==> config.mk <==
export PLATFORM = sky130hd
export DESIGN_NAME = instr_mem_responder
export DESIGN_NICKNAME = d
export VERILOG_FILES = /design/src/rtl/instr_mem_responder.sv
export SDC_FILE = /design/constraint.sdc
export NUM_CORES = 2
export LEC_CHECK = 0
export CORE_UTILIZATION = 53
export CTS_BUF_LIST = sky130_fd_sc_hd__clkbuf_16
export DETAILED_ROUTE_END_ITERATION = 8
export PLACE_DENSITY = 0.71
export SLEW_MARGIN = 20
export SYNTH_ARGS = -nofsm -noshare
export SYNTH_HDL_FRONTEND = slang
export SYNTH_SLANG_ARGS = --single-unit
==> constraint.sdc <==
create_clock -name r_clk -period 9.1 [get_ports r_clk]
set_input_delay 2.73 -clock r_clk [delete_from_list [all_inputs] [get_ports r_clk]]
set_output_delay 2.73 -clock r_clk [all_outputs]
set_load 0.1 [all_outputs]
==> src/rtl/instr_mem_responder.sv <==
// Memory-side responder for the syn/ack/last instruction stream. It holds a
// 2^DEPTH-word store and a program-length register, and streams words in
// address order while the fetch side holds syn.
// Latency: syn rise to ack is WAIT_CYCLES+1 cycles; with WAIT_CYCLES=0 and syn
// held, acks arrive back to back. Backpressure: dropping syn aborts a pending
// wait without consuming a word; a word is never delivered while syn is low.
// Ports: r_clk/r_rst (async active-high); r_i_syn request in; r_o_instr,
// r_o_ack, r_o_last, r_o_done registered outputs; r_i_wr_* store write port;
// r_i_len_we/r_i_len set the index of the last program word.
module instr_mem_responder #(
  parameter int    IWIDTH      = 32,
  parameter int    DEPTH       = 6,
  parameter int    WAIT_CYCLES = 1,
  parameter string INIT_FILE   = ""
) (
  input  logic              r_clk,
  input  logic              r_rst,
  input  logic              r_i_syn,
  output logic [IWIDTH-1:0] r_o_instr,
  output logic              r_o_ack,
  output logic              r_o_last,
  output logic              r_o_done,
  input  logic              r_i_wr_en,
  input  logic [DEPTH-1:0]  r_i_wr_addr,
  input  logic [IWIDTH-1:0] r_i_wr_data,
  input  logic              r_i_len_we,
  input  logic [DEPTH-1:0]  r_i_len
);

  localparam int              WORDS    = 1 << DEPTH;
  localparam logic [3:0]      WAIT_LD  = 4'(WAIT_CYCLES);
  localparam logic [DEPTH-1:0] LAST_MAX = {DEPTH{1'b1}};

  typedef enum logic [1:0] {
    S_IDLE,
    S_WAIT,
    S_ACK,
    S_DONE
  } state_t;

  state_t              state_q, state_d;
  logic [3:0]          cnt_q, cnt_d;
  logic [DEPTH-1:0]    rd_ptr_q, rd_ptr_d;
  logic [DEPTH-1:0]    last_idx_q, last_idx_d;
  logic [IWIDTH-1:0]   instr_q, instr_d;
  logic                ack_q, ack_d;
  logic                last_q, last_d;
  logic                done_q, done_d;

  // Instruction store; deliberately not reset so a loaded program survives.
  logic [IWIDTH-1:0]   mem_q [WORDS];

  logic unused_init_file;
  assign unused_init_file = (INIT_FILE != "");

  // Write port is independent of streaming. A read of the same address in
  // the same cycle sees the old word because the store updates at the edge.
  always_ff @(posedge r_clk) begin
    if (r_i_wr_en) begin
      mem_q[r_i_wr_addr] <= r_i_wr_data;
    end
  end

  always_comb begin
    state_d    = state_q;
    cnt_d      = cnt_q;
    rd_ptr_d   = rd_ptr_q;
    last_idx_d = r_i_len_we ? r_i_len : last_idx_q;
    instr_d    = instr_q;
    ack_d      = 1'b0;
    last_d     = 1'b0;
    done_d     = 1'b0;

    case (state_q)
      S_IDLE: begin
        if (r_i_syn) begin
          if (WAIT_CYCLES > 0) begin
            cnt_d   = WAIT_LD;
            state_d = S_WAIT;
          end else begin
            state_d = S_ACK;
          end
        end
      end
      S_WAIT: begin
        if (!r_i_syn) begin
          state_d = S_IDLE;
        end else begin
          cnt_d = cnt_q - 4'd1;
          if (cnt_q <= 4'd1) begin
            state_d = S_ACK;
          end
        end
      end
      S_ACK: begin
        // last_q is the flag that went out with this word, so the decision
        // to stop matches exactly what the fetch side was told.
        if (last_q) begin
          state_d = S_DONE;
        end else begin
          rd_ptr_d = rd_ptr_q + 1'b1;
          if (r_i_syn) begin
            if (WAIT_CYCLES > 0) begin
              cnt_d   = WAIT_LD;
              state_d = S_WAIT;
            end else begin
              state_d = S_ACK;
            end
          end else begin
            state_d = S_IDLE;
          end
        end
      end
      S_DONE: begin
        if (!r_i_syn) begin
          rd_ptr_d = '0;
          state_d  = S_IDLE;
        end
      end
      default: begin
        state_d = S_IDLE;
      end
    endcase

    // Outputs are registered against the next state, so ack rises in the
    // same cycle the FSM sits in ACK. Reading at rd_ptr_d keeps back-to-back
    // acks on consecutive addresses.
    if (state_d == S_ACK) begin
      ack_d   = 1'b1;
      instr_d = mem_q[rd_ptr_d];
      last_d  = (rd_ptr_d >= last_idx_q);
    end
    done_d = (state_d == S_DONE);
  end

  always_ff @(posedge r_clk or posedge r_rst) begin
    if (r_rst) begin
      state_q    <= S_IDLE;
      cnt_q      <= '0;
      rd_ptr_q   <= '0;
      last_idx_q <= LAST_MAX;
      instr_q    <= '0;
      ack_q      <= 1'b0;
      last_q     <= 1'b0;
      done_q     <= 1'b0;
    end else begin
      state_q    <= state_d;
      cnt_q      <= cnt_d;
      rd_ptr_q   <= rd_ptr_d;
      last_idx_q <= last_idx_d;
      instr_q    <= instr_d;
      ack_q      <= ack_d;
      last_q     <= last_d;
      done_q     <= done_d;
    end
  end

  assign r_o_instr = instr_q;
  assign r_o_ack   = ack_q;
  assign r_o_last  = last_q;
  assign r_o_done  = done_q;

endmodule

==> flow_summary.yaml <==
placed_design:
  gp_congestion: 0.838
  dpl_worst_slack_ns: 1.47
  port_buffers: 83
  dpl-instance-area_um2: 87000
  dpl.hpwl_um: 120000
logic_synthesis:
  synth_cells: 6100
  synth_cell_types: 50
  syn_area_um2: 83100
  synthArstFlopShare: 0.0252
  synth_top_area_frac: 0.740
  ys_seq_area_frac: 0.756
  ys_ff_latch: 2101
  synth.avg_cell_area_um2: 13.6
  synth.area.top_cells: "edfxtp_1 (74%), nand2_1 (7.3%), nand3_1 (4.5%)"
  yosysTopAreaCell: "edfxtp_1"
  yosys_most_used_dff: "edfxtp_1"
  synth_warnings: 0
  synth_edf_count: 2048
  syn_nets: 6158
worst_setup_path:
  cp-start-kind: "input pin"
  cpPeakStageDelay_ns: 0.96
  cp_cell_sequence: "clkdlybuf4s50_1 > a21bo_1 > nand2_1 > o21a_2 > inv_2 > buf_4 > nand3_1 > buf_4 > a21oi_1 > a2111oi_0 > buf_4 > a2111oi_0 > buf_4 > o22ai_1"
  cp.required_ns: 9.81
  cp_max_fo: 22
  critPathSlowestCell: "a2111oi_0"
  cp_data_arrival_time_ns: 7.72
  critical_path.most_common_cell: "buf_4"
  end_kind: "flip-flop"
  path_class: "input pin to flip-flop"
clock_network:
  ctsLongestPathBuffers: 3
  cts_tree: "built"
  cts_resized: 0
  cts_made_buffers: 201
  post-cts-setup-buffer-count: 0
  htreeDepth: 4
  holdBufCountCts: 0
  clk_pin_slew_worst_paths_ns: 0.06
  clock_sinks: 2101
  clk_latency_ns: 0.85
  cts_root_buffer: "clkbuf_16"
sta:
  tightest_slew_ns: 1.30
  setup_slack_ns: 2.09
  fin_crit_sh: 0.770
  fmaxAchievable_mhz: 143
  hold_viol: 0
  setup_violations: 0
  period_needed_ns: 7.01
  fin_worst_skew_ns: 0.0507
  final-max-slew-violation-count: 0
  max_slew_margin: 0.128
  tns_ns: 0
  rsz0062_at_grt: "no"
floorplanning:
  die_h_um: 398
  die_w_um: 398
  num_rows: 144
  start_util: 0.536
  ios: 84
  dieArea_um2: 158000
  core_um2: 155000
grt:
  grt_pass1_vias: 49600
  grt_overflow_total: 0
  gr-usage-all-layers: 0.287
  grt_pass1_wl_um: 331000
  grt_max_degree: 146
  antenna_found_initial: 14
pwr:
  p_per_area_nw_per_um2: 296
  leakagePower_nw: 32.3
  ir_drop_v: 0.000485
run_status:
  status: "finished clean"
cells_and_area:
  register_area_um2: 62800
  diodes: 0
  fillers: 11400
  finalInstanceArea_um2: 93700
  nets: 6240
  multiInputGateArea_um2: 19200
  syn2layout_area_growth_pct: 12.7
  final_util: 0.605
  drive_above_1_share: 0.0959
route:
  drc: 0
  wl_per_cell_um: 27.3
  vias: 52400
  drt_iter0_markers: 7103
  firstDrtPassIters: 6
  postRouteAntennaNets: 0
  vias_per_cell: 6.24
  drt-total-wl_um: 229000
min_path:
  min_path_type: "flip-flop to flip-flop"
job:
  cap_viol_max_count: 0
## kinds of logic after synthesis
| group | after synthesis | share of synthesized area |
|---|---|---|
| buffers and inverters | 406 | 0.0205 |
| AO/OA/AOI/OAI | 535 | 0.0415 |
| multiplexers | 331 | 0.0402 |
| adder cells (fa/ha/maj) | 9 | 0.00135 |
| flip-flops | 2101 | 0.756 |
| AND/OR/NAND/NOR | 2718 | 0.140 |
## layout make-up
type                            count  share of cell area
Sequential cell                  2101               0.671
Multi-Input combinational cell   3593               0.205
Clock buffer                      202              0.0540
Tap cell                         2044              0.0273
Timing Repair Buffer              270              0.0249
Clock inverter                    171              0.0174
Inverter                           15            0.000815
## state kept, by name, indices dropped and copies added, names as in the netlist
name and cells:
rd_ptr_q 6, r_o_instr 32, r_o_done 1, last_idx_q 6, mem_q 2048, state_q 2
r_o_ack 1, cnt_q 4, r_o_last 1
## cells in the mapped netlist, drive strengths merged (4+ instances only)
| master | n |
|---|---|
| nor2b | 10 |
| nand3 | 742 |
| edfxtp | 2048 |
| nor4 | 33 |
| nand2b | 8 |
| ha | 9 |
| and3 | 64 |
| buf | 176 |
| dfrtp | 47 |
| o22ai | 32 |
| a2111oi | 62 |
| a311oi | 5 |
| a31oi | 31 |
| dfstp | 6 |
| mux2i | 328 |
| clkbuf | 215 |
| a21oi | 254 |
| inv | 15 |
| nand4 | 4 |
| nand2 | 1614 |
| nor3 | 129 |
| a211oi | 33 |
| a32o | 63 |
| o21a | 4 |
| nor2 | 99 |
| o21ai | 44 |
## metal layers
| layer | vias up | GRT usage | part of all wire |
|---|---|---|---|
| li1 | 22700 | - | - |
| met1 | 26000 | 0.394 | 0.37 |
| met2 | 3212 | 0.449 | 0.47 |
| met3 | 499 | 0.0640 | 0.12 |
| met4 | 16 | 0.115 | 0.039 |
| met5 | - | 0 | 0.00055 |
## per-stage QoR
step | total power [W] | std cells | hold slack, ns
floorplan | 0.0168 | 6100 | 0.465
global placement | 0.0192 | 8018 | 0.488
detailed placement | 0.0194 | 8023 | 0.492
CTS | 0.0277 | 8396 | 0.502
global route | 0.0287 | 8396 | 0.545
finish | 0.0277 | 8396 | 0.491
## final timing paths
path	startpoint	end	slack, ns	cells past startpoint
max in group asynchronous	r_rst	r_o_instr[0]	5.71	3
setup reg to reg	r_o_last	r_o_instr[14]	3.90	13
hold reg to reg	last_idx_q[1]	last_idx_q[1]	0.49	2
setup / recovery	r_i_syn	r_o_instr[14]	2.09	14
hold / removal	last_idx_q[1]	last_idx_q[1]	0.49	2
min in group asynchronous	r_rst	cnt_q[0]	2.10	2
## placed cells by master, fill, tap and decap left out, drive strengths merged, types with 3 or more instances in the layout
master / count
a2111oi: 62
edfxtp: 2048
nand2b: 8
nand2: 1614
nor3: 129
clkdlybuf4s50: 48
a211oi: 33
nor4: 33
o21a: 4
o22ai: 32
clkdlybuf4s18: 3
nor2b: 10
nor2: 99
nand3: 742
mux2i: 328
clkinvlp: 3
a31oi: 31
nand4: 4
nand4b: 3
a311oi: 5
bufinv: 26
a21oi: 254
and3: 64
o21ai: 44
clkinv: 83
dfstp: 6
a32o: 63
ha: 9
buf: 219
clkbuf: 202
dfrtp: 47
inv: 74
## where the power goes
part | leakage, nW | total, W | internal [W] | switching [W]
sequential | 19.0 | 0.0110 | 0.0108 | 0.000215
combinational | 9.78 | 0.00831 | 0.00244 | 0.00587
clock | 3.47 | 0.00840 | 0.00479 | 0.00361
## critical path, delay by kind of cell
family,cells,cell delay [ns]
buf+inv,6,2.43
simple gates,2,0.61
compound gates,6,1.88
(Power assumes the default switching activity.)
